<file path="src/rtl/draw_priority_arbiter_if.sv">
`timescale 1ns/1ps
`default_nettype none
// ------------------------------------------------------------------
// draw_priority_arbiter_if : per-pixel draw requests and arbiter results
// Rev 1.0
// ------------------------------------------------------------------
interface draw_priority_arbiter_if;
  logic       startOfFrame;
  logic       frog_draw;
  logic       log_draw;
  logic       waterfall_draw;
  logic       endbank_draw;
  logic       french_draw;
  logic [7:0] object_to_draw;
  logic       frog_on_log;
  logic       frog_drowned;
  logic       frog_at_endbank;
  logic       frog_hit;
  logic       collision_valid;

  modport master (
    output startOfFrame, frog_draw, log_draw, waterfall_draw, endbank_draw, french_draw,
    input  object_to_draw, frog_on_log, frog_drowned, frog_at_endbank, frog_hit,
           collision_valid
  );

  modport slave (
    input  startOfFrame, frog_draw, log_draw, waterfall_draw, endbank_draw, french_draw,
    output object_to_draw, frog_on_log, frog_drowned, frog_at_endbank, frog_hit,
           collision_valid
  );
endinterface
`default_nettype wire

</file>
<file path="src/rtl/draw_priority_arbiter.sv">
`timescale 1ns/1ps
`default_nettype none
// ------------------------------------------------------------------
// draw_priority_arbiter : registered object select + per-frame frog collision flags
// Rev 1.0
// ------------------------------------------------------------------
module draw_priority_arbiter #(
  parameter int DROWN_THRESH = 64,
  parameter int CNT_W        = 12
) (
  input  logic                    CLK,
  input  logic                    RESETn,
  draw_priority_arbiter_if.slave  bus
);

  typedef enum logic [0:0] {
    S_IDLE = 1'b0,
    S_RUN  = 1'b1
  } state_e;

  localparam logic [2:0]  C_BACKGROUND = 3'd0;
  localparam logic [2:0]  C_WATERFALL  = 3'd1;
  localparam logic [2:0]  C_LOG        = 3'd2;
  localparam logic [2:0]  C_FROG       = 3'd3;
  localparam logic [2:0]  C_ENDBANK    = 3'd4;
  localparam logic [2:0]  C_FRENCH     = 3'd5;
  localparam logic [31:0] C_THRESH     = 32'(DROWN_THRESH);

  state_e           state_q;
  logic [2:0]       obj_d;
  logic [2:0]       obj_q;
  logic             acc_log_q;
  logic             acc_bank_q;
  logic             acc_hit_q;
  logic [CNT_W-1:0] water_cnt_q;
  logic [CNT_W-1:0] water_cnt_d;
  logic             on_log_q;
  logic             drowned_q;
  logic             at_bank_q;
  logic             hit_q;
  logic             valid_q;

  logic ev_on_log;
  logic ev_in_water;
  logic ev_at_bank;
  logic ev_hit;
  logic drown_now;

  assign ev_on_log   = bus.frog_draw & bus.log_draw;
  assign ev_in_water = bus.frog_draw & bus.waterfall_draw & ~bus.log_draw;
  assign ev_at_bank  = bus.frog_draw & bus.endbank_draw;
  assign ev_hit      = bus.frog_draw & bus.french_draw;
  assign drown_now   = 32'(water_cnt_q) >= C_THRESH;

  always_comb begin
    obj_d = C_BACKGROUND;
    if (bus.french_draw)         obj_d = C_FRENCH;
    else if (bus.frog_draw)      obj_d = C_FROG;
    else if (bus.endbank_draw)   obj_d = C_ENDBANK;
    else if (bus.log_draw)       obj_d = C_LOG;
    else if (bus.waterfall_draw) obj_d = C_WATERFALL;
  end

  // Saturate at all-ones so a long swim never wraps back below the threshold.
  always_comb begin
    water_cnt_d = water_cnt_q;
    if (!(&water_cnt_q)) water_cnt_d = water_cnt_q + CNT_W'(1);
  end

  always_ff @(posedge CLK) begin
    if (!RESETn) begin
      state_q     <= S_IDLE;
      obj_q       <= C_BACKGROUND;
      acc_log_q   <= 1'b0;
      acc_bank_q  <= 1'b0;
      acc_hit_q   <= 1'b0;
      water_cnt_q <= '0;
      on_log_q    <= 1'b0;
      drowned_q   <= 1'b0;
      at_bank_q   <= 1'b0;
      hit_q       <= 1'b0;
      valid_q     <= 1'b0;
    end else begin
      obj_q   <= obj_d;
      valid_q <= 1'b0;
      if (bus.startOfFrame) begin
        // The first frame boundary after reset only arms publishing.
        if (state_q == S_RUN) begin
          on_log_q  <= acc_log_q;
          drowned_q <= drown_now;
          at_bank_q <= acc_bank_q;
          hit_q     <= acc_hit_q;
          valid_q   <= 1'b1;
        end
        state_q     <= S_RUN;
        acc_log_q   <= ev_on_log;
        acc_bank_q  <= ev_at_bank;
        acc_hit_q   <= ev_hit;
        water_cnt_q <= CNT_W'(ev_in_water);
      end else begin
        acc_log_q  <= acc_log_q | ev_on_log;
        acc_bank_q <= acc_bank_q | ev_at_bank;
        acc_hit_q  <= acc_hit_q | ev_hit;
        if (ev_in_water) water_cnt_q <= water_cnt_d;
      end
    end
  end

  assign bus.object_to_draw  = {5'b00000, obj_q};
  assign bus.frog_on_log     = on_log_q;
  assign bus.frog_drowned    = drowned_q;
  assign bus.frog_at_endbank = at_bank_q;
  assign bus.frog_hit        = hit_q;
  assign bus.collision_valid = valid_q;

endmodule
`default_nettype wire

</file>
<file path="src/flat_wrapper.sv">
// flat-port wrapper written by rule: the top's interface ports become plain ports
module draw_priority_arbiter_flat 
#(
  parameter int DROWN_THRESH = 64,
  parameter int CNT_W        = 12
)
  (CLK, RESETn, bus_startOfFrame, bus_frog_draw, bus_log_draw, bus_waterfall_draw, bus_endbank_draw, bus_french_draw, bus_object_to_draw, bus_frog_on_log, bus_frog_drowned, bus_frog_at_endbank, bus_frog_hit, bus_collision_valid);
  draw_priority_arbiter_if bus_i ();
  input  logic CLK;
  input  logic RESETn;
  input wire logic [$bits(bus_i.startOfFrame)-1:0] bus_startOfFrame;
  input wire logic [$bits(bus_i.frog_draw)-1:0] bus_frog_draw;
  input wire logic [$bits(bus_i.log_draw)-1:0] bus_log_draw;
  input wire logic [$bits(bus_i.waterfall_draw)-1:0] bus_waterfall_draw;
  input wire logic [$bits(bus_i.endbank_draw)-1:0] bus_endbank_draw;
  input wire logic [$bits(bus_i.french_draw)-1:0] bus_french_draw;
  output wire logic [$bits(bus_i.object_to_draw)-1:0] bus_object_to_draw;
  output wire logic [$bits(bus_i.frog_on_log)-1:0] bus_frog_on_log;
  output wire logic [$bits(bus_i.frog_drowned)-1:0] bus_frog_drowned;
  output wire logic [$bits(bus_i.frog_at_endbank)-1:0] bus_frog_at_endbank;
  output wire logic [$bits(bus_i.frog_hit)-1:0] bus_frog_hit;
  output wire logic [$bits(bus_i.collision_valid)-1:0] bus_collision_valid;
  assign bus_i.startOfFrame = bus_startOfFrame;
  assign bus_i.frog_draw = bus_frog_draw;
  assign bus_i.log_draw = bus_log_draw;
  assign bus_i.waterfall_draw = bus_waterfall_draw;
  assign bus_i.endbank_draw = bus_endbank_draw;
  assign bus_i.french_draw = bus_french_draw;
  assign bus_object_to_draw = bus_i.object_to_draw;
  assign bus_frog_on_log = bus_i.frog_on_log;
  assign bus_frog_drowned = bus_i.frog_drowned;
  assign bus_frog_at_endbank = bus_i.frog_at_endbank;
  assign bus_frog_hit = bus_i.frog_hit;
  assign bus_collision_valid = bus_i.collision_valid;
  draw_priority_arbiter #(.DROWN_THRESH(DROWN_THRESH), .CNT_W(CNT_W)) u_core (.CLK(CLK), .RESETn(RESETn), .bus(bus_i));
endmodule
</file>
<file path="config.mk">
export PLATFORM = sky130hd
export DESIGN_NAME = draw_priority_arbiter_flat
export DESIGN_NICKNAME = d
export VERILOG_FILES = /design/src/rtl/draw_priority_arbiter_if.sv /design/src/rtl/draw_priority_arbiter.sv /design/src/flat_wrapper.sv
export SDC_FILE = /design/constraint.sdc
export NUM_CORES = 1
export LEC_CHECK = 0
export BUFFER_PORTS_ARGS = -buffer_cell sky130_fd_sc_hd__buf_2
export CAP_MARGIN = 20
export CORE_MARGIN = 1.5
export CORE_UTILIZATION = 45
export DETAILED_ROUTE_END_ITERATION = 10
export GPL_ROUTABILITY_DRIVEN = 0
export PLACE_DENSITY = 0.67
export SLEW_MARGIN = 25
export SYNTH_ARGS = -nofsm -noshare
export SYNTH_HDL_FRONTEND = slang
export SYNTH_SLANG_ARGS = --single-unit
</file>
<file path="constraint.sdc">
create_clock -name CLK -period 3.5 [get_ports CLK]
set_input_delay 0.7 -clock CLK [delete_from_list [all_inputs] [get_ports CLK]]
set_output_delay 0.7 -clock CLK [all_outputs]
set_load 0.005 [all_outputs]
</file>
==> results.toml <==
[run_status]
status = "completed"

[finish]
fillers = 221
multiInputGateArea_um2 = 571
fin_util_pct = 53.4
drive_above_1_share_pct = 17.7
insertedDiodeCount = 0
syn2layout_area_growth_pct = 8.52
area.sequential_um2 = 480
final_nets = 152

[route]
first_pass_iters = 4
vias = 935
drtAntennaViolNets = 0
wl_um = 2100
drtIter0Drc = 21
avgViaCountPerCell = 5.53
drc = 0
wl_per_cell_um = 12.4

[synthesis]
ys_warn_count = 0
ys_seq_area_share_pct = 42.5
syn_inst = 128
synth_cell_type_count = 40
postSynth.asyncResetShare_pct = 0
synth_seq_cells = 24
synth_ff_type = "dfxtp_1"
synth_area_mm2 = 0.00113
synth_edf_count = 0
synth_area_per_cell_um2 = 8.84

[clocking]
cts.sinks = 24
post-cts-setup-buffer-count = 0
cts_hold_buf = 0
cts_tree = "built"
clk_pin_slew_ns = 0.13
cts_resized = 0
clockBufferDepth = 2
cts.htree.levels = 1
clk-insertion-delay-late_ns = 0.31
numCtsBuffers = 3
root_buffer = "clkbuf_4"

[setup_path]
path_class = "reg2reg"
cpPeakStageDelay_ns = 0.47
worstPathRequired_ns = 3.75
crit_path_end_kind = "flip-flop"
crit_fanout = 6
cp-start-kind = "flip-flop"
critPathArrivalTime_ns = 2.08
cp_num_buf_inv = 0
crit_chain = "ha_1 -> and4_1 -> nand2_1 -> or4_1 -> a21oi_1"
path_delay_family = "simple AND/OR/NAND/NOR gates"
cp_slowest_cell = "or4_1"

[timing]
tns_ns = 0
setup_ws_ns = 1.67
slew_violations = 0
rsz0062_at_grt = "no"
min_period_ns = 1.83
hold_violations = 0
fmax_ghz = 0.546
fin_crit_sh_pct = 52.4
setup_viol = 0
skew_ns = 0.00692

[job]
maxCapViolations = 0

[placed_design]
port_buffers = 15
place_ws_ns = 1.46
hpwl_um = 1560

[global_route]
antenna_found_initial = 0
overflow = 0
grtUsageTotal_pct = 16.3
grt_max_degree = 15
grt_first_pass_wirelength_um = 3330
grt_pass1_vias = 755

[floorplan]
die_area_mm2 = 0.00282
initial_utilization_pct = 49.2
coreArea_mm2 = 0.00230
num_rows = 17
ios = 21
fp.dieH_um = 53.1
die_w_um = 53.1

[pwr]
peakVddDrop_mv = 0.350
leakagePower_nw = 0.464
power.density_mw_per_mm2 = 376

[hold_path]
hold_path.class = "reg2reg"
[synthesized netlist by cell type (3+ instances only)]
cell type,n,area share (%)
dfxtp_1,24,42
nand2_1,13,4.3
a21oi_1,8,3.5
inv_1,8,2.7
and4_1,5,3.9
buf_4,5,3.3
nand3_1,5,2.2
a21boi_0,4,2.7
nor2_1,4,1.3
o21ai_0,4,1.8
a22oi_1,3,2.0
clkbuf_1,3,1.0
nor2b_1,3,1.7
nor3_1,3,1.3
[sequential cells by signal, summed over array words and instances, names as in the netlist]
signal / count
u_core.bus.frog_drowned: 1
u_core.water_cnt_q: 12
u_core.acc_bank_q: 1
u_core.obj_q: 3
u_core.state_q: 1
u_core.bus.frog_hit: 1
u_core.acc_hit_q: 1
u_core.bus.collision_valid: 1
u_core.bus.frog_at_endbank: 1
u_core.bus.frog_on_log: 1
u_core.acc_log_q: 1
[through the flow]
stage,power (mW),cells,area [µm²],hold slack [ns]
finish,0.462,169,1230,0.473
global route,0.483,169,1230,0.497
CTS,0.466,169,1230,0.479
detailed placement,0.323,165,1190,0.461
global placement,0.322,165,1190,0.448
floorplan,0.314,132,1150,0.441
[area by class of cell]
cell class,count,share of cell area (%)
Tap cell,28,2.85
Clock buffer,4,2.96
Multi-Input combinational cell,90,46.5
Sequential cell,24,39.1
Timing Repair Buffer,15,6.12
Inverter,8,2.45
[cells in the final DEF (no fill, tap or decap), types with 2 or more instances in the layout]
cell	netlist	routed
a211oi_1	2	2
a21boi_0	4	4
a21oi_1	8	8
a22oi_1	3	3
a31oi_1	2	2
and3_1	2	2
and4_1	5	5
buf_2	0	15
clkbuf_4	0	3
conb_1	1	5
dfxtp_1	24	24
ha_1	2	2
inv_1	8	8
nand2_1	13	13
nand3_1	5	5
nand3b_1	2	2
nor2_1	4	4
nor2b_1	3	3
nor3_1	3	3
nor3b_1	2	2
nor4_1	2	2
o21a_1	2	2
o21ai_0	4	4
or4_1	2	2
xnor2_1	2	2
[report_power, final]
group          leakage, nW  switching (mW)  internal (mW)
Sequential           0.195         0.00346          0.280
Clock               0.0210          0.0812         0.0636
Combinational        0.247          0.0191         0.0142
[final timing paths]
check / startpoint / endpoint / slack [ns] / depth (start not counted)
setup reg to reg: u_core.water_cnt_q[0]$_SDFFE_PN0P_ / u_core.water_cnt_q[10]$_SDFFE_PP0P_ / 1.67 / 5
hold / removal: u_core.bus.frog_on_log$_SDFFE_PN0P_ / u_core.bus.frog_on_log$_SDFFE_PN0P_ / 0.47 / 2
setup / recovery: u_core.water_cnt_q[0]$_SDFFE_PN0P_ / u_core.water_cnt_q[10]$_SDFFE_PP0P_ / 1.67 / 5
hold reg to reg: u_core.bus.frog_on_log$_SDFFE_PN0P_ / u_core.bus.frog_on_log$_SDFFE_PN0P_ / 0.47 / 2
[worst register-to-register path, stage by stage, from the launching register on]
cell     delay (ns)
dfxtp_1        0.45
ha_1           0.25
and4_1         0.36
nand2_1        0.10
or4_1          0.47
a21oi_1        0.16
[routing by layer]
| layer | vias to the layer above | share of wire, % | GRT usage [%] |
|---|---|---|---|
| li1 | 487 | - | - |
| met1 | 429 | 50 | 21.8 |
| met2 | 17 | 46 | 25.4 |
| met3 | 2 | 3.2 | 5.93 |
| met4 | 0 | 0.43 | 2.56 |
| met5 | - | 0 | 0 |
[logic make-up after synthesis]
kind of cell             after synthesis  synth area share (%)
other                                  1                 0.332
AND/OR/NAND/NOR                       48                  24.2
multiplexers                           1                 0.885
adder cells (fa/ha/maj)                2                  2.21
buffers and inverters                 18                  8.41
AO/OA/AOI/OAI                         32                  19.9
flip-flops                            24                  42.5
XOR/XNOR                               2                  1.55
Note: power is estimated with default switching activity, not from simulation.
